`src/rtl/serial_to_parallel_aligner.sv`:
```
// Single-lane RX front end: shifts in an MSB-first bitstream, aligns to COM
// symbols, locks after LOCK_COUNT aligned COMs, then emits non-COM bytes.
module serial_to_parallel_aligner #(
   parameter logic [7:0] COM_SYMBOL = 8'hBC,
   parameter int unsigned LOCK_COUNT = 4
) (
   input  logic       clk_32f,
   input  logic       reset,
   input  logic       serial_in,
   output logic [7:0] data_out,
   output logic       valid_out,
   output logic       active
);

   typedef enum logic [1:0] {
      SEARCH,
      ALIGN,
      ACTIVE
   } state_t;

   localparam logic [3:0] LOCK_CNT = 4'(LOCK_COUNT);

   state_t     state;
   logic [7:0] shift_reg;
   logic [2:0] bit_cnt;
   logic [3:0] com_cnt;
   logic       boundary;
   logic       is_com;

   assign boundary = (bit_cnt == 3'd7) && (state != SEARCH);
   assign is_com   = (shift_reg == COM_SYMBOL);

   always_ff @(posedge clk_32f or negedge reset) begin
      if (!reset) begin
         state     <= SEARCH;
         shift_reg <= '0;
         bit_cnt   <= '0;
         com_cnt   <= '0;
         data_out  <= '0;
         valid_out <= 1'b0;
         active    <= 1'b0;
      end else begin
         shift_reg <= {shift_reg[6:0], serial_in};
         bit_cnt   <= bit_cnt + 3'd1;
         case (state)
            SEARCH: begin
               // Detection cycle restarts the bit counter so the next
               // boundary lands exactly 8 cycles later.
               if (is_com) begin
                  bit_cnt <= '0;
                  com_cnt <= 4'd1;
                  state   <= ALIGN;
               end
            end
            ALIGN: begin
               if (boundary) begin
                  if (is_com) begin
                     if (com_cnt + 4'd1 == LOCK_CNT) begin
                        com_cnt <= '0;
                        state   <= ACTIVE;
                        active  <= 1'b1;
                     end else begin
                        com_cnt <= com_cnt + 4'd1;
                     end
                  end else begin
                     com_cnt <= '0;
                     state   <= SEARCH;
                  end
               end
            end
            ACTIVE: begin
               // COMs in the locked stream are idles: drop valid, hold data.
               if (boundary) begin
                  if (is_com) begin
                     valid_out <= 1'b0;
                  end else begin
                     data_out  <= shift_reg;
                     valid_out <= 1'b1;
                  end
               end
            end
            default: state <= SEARCH;
         endcase
      end
   end

endmodule
```
`config.mk`:
```
export PLATFORM = sky130hd
export DESIGN_NAME = serial_to_parallel_aligner
export DESIGN_NICKNAME = d
export VERILOG_FILES = /design/src/rtl/serial_to_parallel_aligner.sv
export SDC_FILE = /design/constraint.sdc
export NUM_CORES = 1
export LEC_CHECK = 0
export CAP_MARGIN = 20
export CORE_ASPECT_RATIO = 1.75
export CORE_MARGIN = 2
export CORE_UTILIZATION = 35
export CTS_CLUSTER_SIZE = 14
export DETAILED_ROUTE_END_ITERATION = 10
export PLACE_DENSITY = 0.54
export REMOVE_ABC_BUFFERS = 1
export SYNTH_ARGS = -nofsm -noshare
export SYNTH_HDL_FRONTEND = slang
export SYNTH_SLANG_ARGS = --single-unit
```
`constraint.sdc`:
```
create_clock -name clk_32f -period 2 [get_ports clk_32f]
set_clock_uncertainty 0.15 [all_clocks]
set_input_delay 0.4 -clock clk_32f [delete_from_list [all_inputs] [get_ports clk_32f]]
set_output_delay 0.4 -clock clk_32f [all_outputs]
set_load 0.02 [all_outputs]
```
==> flow_summary.yaml, run 1 <==
run_status:
  status: "finished clean"
timing:
  rsz0062_at_grt: "no"
  hold_viol_final: 0
  clock.fmax_ghz: 0.546
  hold-worst-slack_ps: 258
  worst_pin_slew_ps: 338
  tns_ps: 0
  slew_headroom: 0.775
  min_period_over_period: 0.916
  fin_crit_ps: 1830
  setup_violations: 0
  drv_slew: 0
  setup_slack_ps: 168
cells_and_area:
  nets: 112
  fin_util: 0.445
  drive_above_1_share: 0.221
  n_antenna_cell: 0
  stdcell_area_sq_um: 1400
  fillCellCount: 305
  synthToLayoutAreaGrowth_pct: 21.3
detailed_routing:
  wirelength_um: 1920
  viasPerCell: 4.84
  first_iter_violations: 12
  firstDrtPassIters: 4
  drtAntennaViolNets: 0
  drc_errors: 0
  wl_per_cell_um: 13.0
  vias: 711
synth:
  synth-seq-area-share: 0.586
  synth_seq_cells: 27
  yosysTopAreaCell: "dfrtp_1"
  netlist-cell-type-count: 29
  netlist_instances: 86
  synth_top_cell_area_share: 0.586
  synth_area_per_cell_sq_um: 13.4
  syn-cell-area_sq_um: 1150
  ys_top_cells_by_area: "dfrtp_1 59%, mux2_2 6.8%, ha_1 4.3%"
  yosysWarnings: 0
grt:
  antenna_found_initial: 0
  overflow: 0
  grt_max_degree: 28
  grt_pass1_wl_um: 3420
  grt_pass1_vias: 786
  grt_usage: 0.129
power_and_ir_drop:
  cellPowerDensity_nw_per_um2: 736
  vdd_ir_drop_max_mv: 0.521
  power.leakage_nw: 0.624
clock_tree:
  cts.sink_count: 27
  clockBufferDepth: 2
  cts_tree: "done"
  ctsResizeCount: 0
  path_clk_slew_ps: 90
  cts_setup_buffers: 0
  root_buffer: "clkbuf_8"
  cts_htree_levels: 1
  insertion_delay_ps: 270
  cts_hold_buf: 0
  numCtsBuffers: 3
floorplan:
  die_w_um: 47.4
  dieArea_sq_um: 3790
  die_height_um: 79.9
  core_sq_um: 3140
  io_pins: 13
  floorplan.initialDensity: 0.367
  rows: 27
placed_design:
  dp_hpwl_um: 1450
  dpl-instance-area_sq_um: 1340
  dp_slack_ps: 80.9
  place_congestion: 0.771
  port_buffers: 12
worst_setup_path:
  critPathMaxFanout: 8
  r2r_end: "state[1]"
  crit_required_ps: 2040
  reg2reg_slack_ps: 170
  critPathLaunchType: "register"
  reg2reg_depth: 5
  end_kind: "register"
  arrival_ps: 1880
  critPathKind: "register to register"
  r2r_start: "com_cnt[0]"
worst_hold_path:
  worstHoldEndpoint: "shift_reg[2]"
  min_from: "shift_reg[1]"
  hold_depth: 0
  min_path_type: "register to register"
run:
  max_cap_viol_count: 0
-- metrics by stage --
step / total power, mW / instances
final: 1.03 / 147
after global routing: 1.10 / 147
after CTS: 1.05 / 147
after detailed placement: 0.739 / 143
after global placement: 0.734 / 143
after floorplan: 0.696 / 86
-- cell usage after synthesis --
master     number
dfrtp_1        27
mux2_2          7
nand2_1         7
inv_1           5
ha_1            4
o21ai_0         4
nand3_1         3
nor2_1          3
nor2b_1         3
a31oi_1         2
nand2b_1        2
nor3_1          2
a21bo_2         1
a21o_1          1
a32oi_1         1
and3b_1         1
nand3b_1        1
nand4b_4        1
nand4bb_4       1
nor2_2          1
nor3_4          1
nor4bb_1        1
o211ai_1        1
o22a_1          1
o22ai_1         1
o32a_4          1
o41ai_2         1
or2_2           1
or3b_1          1
-- layout by cell type (no fill, tap or decap), types with 3 or more instances in the layout --
cell              n
dfrtp_1          26
clkdlybuf4s50_1  12
nand2_1           7
nor2_1            3
nand3_1           3
mux2_2            7
ha_1              4
clkbuf_8          3
inv_1             5
nor2b_1           3
o21ai_0           4
-- layer usage --
metal / track usage / share of wire
met5: 0 / 0
met4: 0.0667 / 0.023
met3: 0.0362 / 0.032
met2: 0.216 / 0.56
met1: 0.140 / 0.39
-- logic make-up after synthesis --
group	synth area share
and+or+nand+nor	0.181
DFF	0.586
AOI/OAI and AO/OA	0.104
buffers and inverters	0.0163
adders and majority gates	0.0434
muxes	0.0684
-- area by class of cell --
type / count / area, sq um / share of cell area
sequential: 27 / 677 / 0.484
clock buffer: 3 / 41.3 / 0.0295
multi-input combinational: 54 / 464 / 0.332
clock inverter: 1 / 7.51 / 0.00537
tap: 43 / 53.8 / 0.0385
inverter: 5 / 18.8 / 0.0134
timing repair buffer: 14 / 135 / 0.0967
-- worst max-delay path, cell delays in order (launching register included) --
cell and delay [ps]:
dfrtp_2 460, ha_1 250, and3b_1 230, a31oi_2 160
or3b_1 410, o21ai_0 90
-- how the worst max path moves through the flow --
stage          startpoint     endpoint  slack, ps  depth (start not counted)
2_1_floorplan  bit_cnt[0]  data_out[0]        290                          5
3_3_place_gp   com_cnt[0]     state[1]        130                          5
3_5_place_dp   com_cnt[0]   com_cnt[2]         80                          5
4_1_cts        com_cnt[0]   com_cnt[2]         50                          5
5_1_grt        com_cnt[1]     state[1]         40                          5
6_report       com_cnt[0]     state[1]        170                          5
-- where the power goes --
part	switching [mW]	internal [mW]
sequential	0.0272	0.583
combinational	0.0593	0.0528
clock	0.164	0.141
Note: power is estimated with default switching activity, not from simulation.
==> run 2, diff against run 1 <==
--- a/config.mk
+++ b/config.mk
@@ -6,12 +6,11 @@
 export NUM_CORES = 1
 export LEC_CHECK = 0
 export CAP_MARGIN = 20
-export CORE_ASPECT_RATIO = 1.75
 export CORE_MARGIN = 2
-export CORE_UTILIZATION = 35
+export CORE_UTILIZATION = 53
 export CTS_CLUSTER_SIZE = 14
 export DETAILED_ROUTE_END_ITERATION = 10
-export PLACE_DENSITY = 0.54
+export PLACE_DENSITY = 0.76
 export REMOVE_ABC_BUFFERS = 1
 export SYNTH_ARGS = -nofsm -noshare
 export SYNTH_HDL_FRONTEND = slang
==> run 2 against run 1 <==
Cell area down 3.5%. First-iteration DRC count down 42%. Die area down 32%. Via count up 0.28%. Non-clock buffer count unchanged. Setup slack worse by 27 ps. Total power down 7.9%. Global-route usage up 3.4 points. Critical endpoint is now valid_out.
==> flow_summary.yaml, run 2 (synthesis results as in run 1) <==
run_status:
  status: "finished clean"
worst_setup_path:
  critPathLaunchType: "register"
  r2r_end: "state[1]"
  crit_chain: "clkdlybuf4s50_1"
  critical-path-max-stage-delay_ps: 610
  reg2reg_depth: 5
  critical_path.top_delay_family: "buffers and inverters"
  end_kind: "output port"
  crit_buf_inv: 1
  critPathMaxFanout: 2
  r2r_start: "com_cnt[0]"
  critPathKind: "register to output port"
  crit_path_end: "valid_out"
  reg2reg_slack_ps: 160
  startpoint: "valid_out"
  crit_required_ps: 1450
  arrival_ps: 1310
  cpMaxStageDelayCell: "clkdlybuf4s50_1"
  cp.depth: 1
placed_design:
  port_buffers: 12
  dpl-instance-area_sq_um: 1320
  dp_hpwl_um: 1340
  place_congestion: 0.792
clock_tree:
  cts.sink_count: 27
  insertion_delay_ps: 310
  path_clk_slew_ps: 130
  root_buffer: "clkbuf_4"
  cts_setup_buffers: 0
  clockBufferDepth: 2
  ctsResizeCount: 0
  cts_htree_levels: 1
  cts_tree: "done"
  cts_hold_buf: 0
  numCtsBuffers: 3
grt:
  busiest_layer: "met2"
  use_met3: 0.0357
  grt_use_met1: 0.223
  grt_max_degree: 28
  grt_pass1_vias: 697
  grt_usage: 0.164
  use_met2: 0.268
  overflow: 0
  antenna_found_initial: 0
  grt_pass1_wl_um: 3110
floorplan:
  io_pins: 13
  dieArea_sq_um: 2560
  rows: 16
  core_sq_um: 2000
  die_w_um: 50.6
  die_height_um: 50.6
  floorplan.initialDensity: 0.576
detailed_routing:
  first_iter_violations: 7
  firstDrtPassIters: 4
  drtAntennaViolNets: 0
  wl_per_cell_um: 13.8
  vias: 713
  wirelength_um: 1810
  viasPerCell: 5.44
  drc_errors: 0
timing:
  drv_slew: 0
  min_period_over_period: 0.930
  rsz0062_at_grt: "no"
  fin_crit_ps: 1860
  worst_pin_slew_ps: 413
  hold_viol_final: 0
  setup_violations: 0
  slew_headroom: 0.723
  hold-worst-slack_ps: 273
  tns_ps: 0
  clock.fmax_ghz: 0.538
cells_and_area:
  multi_input_comb_area_sq_um: 458
  area.sequential_sq_um: 676
  layout_commonest_cell: "dfrtp_1"
  synthToLayoutAreaGrowth_pct: 17.0
  n_antenna_cell: 0
  fillCellCount: 161
  nets: 112
  final_cell_mix: "27 x dfrtp_1, 12 x clkdlybuf4s50_1, 7 x nand2_1, 7 x mux2_2, 5 x inv_1"
  stdcell_area_sq_um: 1350
  drive_above_1_share: 0.202
power_and_ir_drop:
  switchingPower_mw: 0.236
  cellPowerDensity_nw_per_um2: 702
  p_clk_frac: 0.236
  internal-power_mw: 0.711
  pwr-share-seq: 0.644
  combinationalPowerShare: 0.120
  power.leakage_nw: 0.621
  switching_share: 0.250
  vdd_ir_drop_max_mv: 0.531
  total_power_mw: 0.947
run:
  max_cap_viol_count: 0
worst_hold_path:
  min_path_type: "register to register"
-- run 2: changes by cell type in the layout (fill, tap and decap cells not counted) --
cell,before,now
a31oi_1,1,2
clkinvlp_4,1,0
dfrtp_1,26,27
clkinv_2,0,1
clkbuf_8,3,0
clkbuf_4,0,3
a31oi_2,1,0
dfrtp_2,1,0
-- run 2: worst min path at each step --
| stage | slack (ps) | endpoint | from | depth (start not counted) |
|---|---|---|---|---|
| 2_1_floorplan | -50 | active | reset | 0 |
| 3_3_place_gp | 230 | shift_reg[1] | shift_reg[0] | 0 |
| 3_5_place_dp | 240 | shift_reg[1] | shift_reg[0] | 0 |
| 4_1_cts | 280 | data_out[5] | reset | 2 |
| 5_1_grt | 290 | shift_reg[1] | reset | 2 |
| 6_report | 270 | shift_reg[1] | shift_reg[0] | 0 |
-- run 2: cell type report --
type,count,share of cell area
clock buffers,3,0.0167
clock inverters,1,0.00371
inverters,5,0.0139
multi-input cells,54,0.340
flip-flops and latches,27,0.501
well taps,27,0.0250
repair buffers,14,0.100
-- run 2: stage by stage --
stage / util / setup WS (ps) / std cells
floorplan: - / 287 / 86
global placement: 0.660 / 243 / 127
detailed placement: 0.660 / 185 / 127
CTS: 0.674 / 123 / 131
global route: 0.674 / 33.5 / 131
finish: 0.674 / 140 / 131
-- run 2: power by group through the flow --
stage	clock network, mW	registers, mW	logic [mW]
after floorplan	0	0.613	0.0832
after global placement	0	0.617	0.112
after detailed placement	0	0.621	0.114
after CTS	0.237	0.610	0.116
after global routing	0.257	0.613	0.139
final	0.224	0.610	0.114
-- run 2: routing by layer --
metal	part of all wire	up-vias
met5	0	-
met4	0.011	0
met3	0.027	4
met2	0.48	9
met1	0.48	356
li1	-	344
==> run 3, diff against run 2 <==
==> constraint.sdc (replaced) <==
create_clock -name clk_32f -period 2.1 [get_ports clk_32f]
set_clock_uncertainty 0.15 [all_clocks]
set_input_delay 0.42 -clock clk_32f [delete_from_list [all_inputs] [get_ports clk_32f]]
set_output_delay 0.42 -clock clk_32f [all_outputs]
set_load 0.02 [all_outputs]
==> run 3 against run 2 <==
Die area unchanged. Final cell count is 0.76% lower. Critical path depth up 4. Critical endpoint is now data_out[0]. Critical path type is now register to register. Cell area down 0.56%. Sequential power down 4.6%. Sequential share of layout area rose by 0.28 points.
==> flow_summary.yaml, run 3 (synthesis results as in run 1) <==
run_status:
  status: "finished clean"
clock_tree:
  insertion_delay_ps: 330
  clockBufferDepth: 2
  path_clk_slew_ps: 130
  root_buffer: "clkbuf_4"
  numCtsBuffers: 3
  cts_htree_levels: 1
  cts_setup_buffers: 0
  cts.sink_count: 27
  ctsResizeCount: 0
  cts_tree: "done"
  cts_hold_buf: 0
timing:
  drv_slew: 0
  slew_headroom: 0.703
  clock.fmax_ghz: 0.513
  hold-worst-slack_ps: 267
  fin_crit_ps: 1950
  tns_ps: 0
  rsz0062_at_grt: "no"
  worst_pin_slew_ps: 445
  setup_slack_ps: 152
  min_period_over_period: 0.928
  setup_violations: 0
  hold_viol_final: 0
floorplan:
  die_height_um: 50.6
  rows: 16
  io_pins: 13
  die_w_um: 50.6
  core_sq_um: 2000
  dieArea_sq_um: 2560
  floorplan.initialDensity: 0.576
detailed_routing:
  wirelength_um: 1940
  firstDrtPassIters: 6
  wl_per_cell_um: 14.9
  drtAntennaViolNets: 0
  first_iter_violations: 16
  viasPerCell: 5.48
  vias: 712
  drc_errors: 0
cells_and_area:
  stdcell_area_sq_um: 1340
  layout_commonest_cell: "dfrtp_1"
  synthToLayoutAreaGrowth_pct: 16.4
  drive_above_1_share: 0.194
  nets: 111
  fin_util: 0.670
  area.sequential_sq_um: 676
  multi_input_comb_area_sq_um: 458
  n_antenna_cell: 0
  fillCellCount: 155
  final_cell_mix: "27 x dfrtp_1, 12 x clkdlybuf4s50_1, 7 x nand2_1, 7 x mux2_2, 5 x inv_1"
power_and_ir_drop:
  vdd_ir_drop_max_mv: 0.586
  power.leakage_nw: 0.615
  cellPowerDensity_nw_per_um2: 684
worst_setup_path:
  critPathKind: "register to register"
  critPathLaunchType: "register"
  reg2reg_slack_ps: 150
  end_kind: "register"
  cp_common_cell: "ha_1"
  crit_buf_inv: 0
  critical_path.top_delay_family: "simple AND/OR/NAND/NOR gates"
  critical-path-max-stage-delay_ps: 390
  crit_required_ps: 2180
  critPathMaxFanout: 9
  arrival_ps: 2030
  cpMaxStageDelayCell: "nor2_2"
  crit_chain: "ha_1, ha_1, nand3_1, nor2_2, mux2_2"
placed_design:
  dp_slack_ps: 160
  dpl-instance-area_sq_um: 1310
  dp_hpwl_um: 1380
  place_congestion: 0.737
  port_buffers: 12
grt:
  grt_max_degree: 28
  grt_usage: 0.179
  antenna_found_initial: 0
  overflow: 0
  grt_pass1_vias: 721
  grt_pass1_wl_um: 3340
worst_hold_path:
  min_path_type: "register to register"
run:
  max_cap_viol_count: 0
-- run 3: cell count changes in the layout (fill, tap and decap cells not counted), sizes merged --
cell and change:
buf -1
-- run 3: layout make-up --
cell class,instances,area share
Clock buffer,3,0.0168
Multi-Input combinational cell,54,0.341
Inverter,5,0.0140
Timing Repair Buffer,13,0.0951
Sequential cell,27,0.504
Tap cell,27,0.0252
Clock inverter,1,0.00373
-- run 3: power breakdown --
part | internal, mW | switching [mW]
registers | 0.555 | 0.0274
clock network | 0.0717 | 0.152
logic | 0.0510 | 0.0597
total | 0.678 | 0.240
-- run 3: per-stage QoR --
stage	instances	total power [mW]
after floorplan	86	0.663
after detailed placement	126	0.701
after global routing	130	0.968
after global placement	126	0.695
final	130	0.917
after CTS	130	0.922
-- run 3: path summary, 6_finish.rpt --
kind	start	end	depth (start not counted)
max in group asynchronous	reset	state[0]	2
min	shift_reg[0]	shift_reg[1]	0
max reg2reg	bit_cnt[0]	data_out[0]	5
max	bit_cnt[0]	data_out[0]	5
min in group asynchronous	reset	data_out[5]	2
min reg2reg	shift_reg[0]	shift_reg[1]	0
-- run 3: metal layers --
metal / global-route usage / vias to the layer above / routed length [um]
met5: 0 / - / 0
met4: 0.0901 / 0 / 38
met3: 0.0357 / 6 / 66
met2: 0.287 / 14 / 963
met1: 0.231 / 346 / 869
li1: - / 346 / -
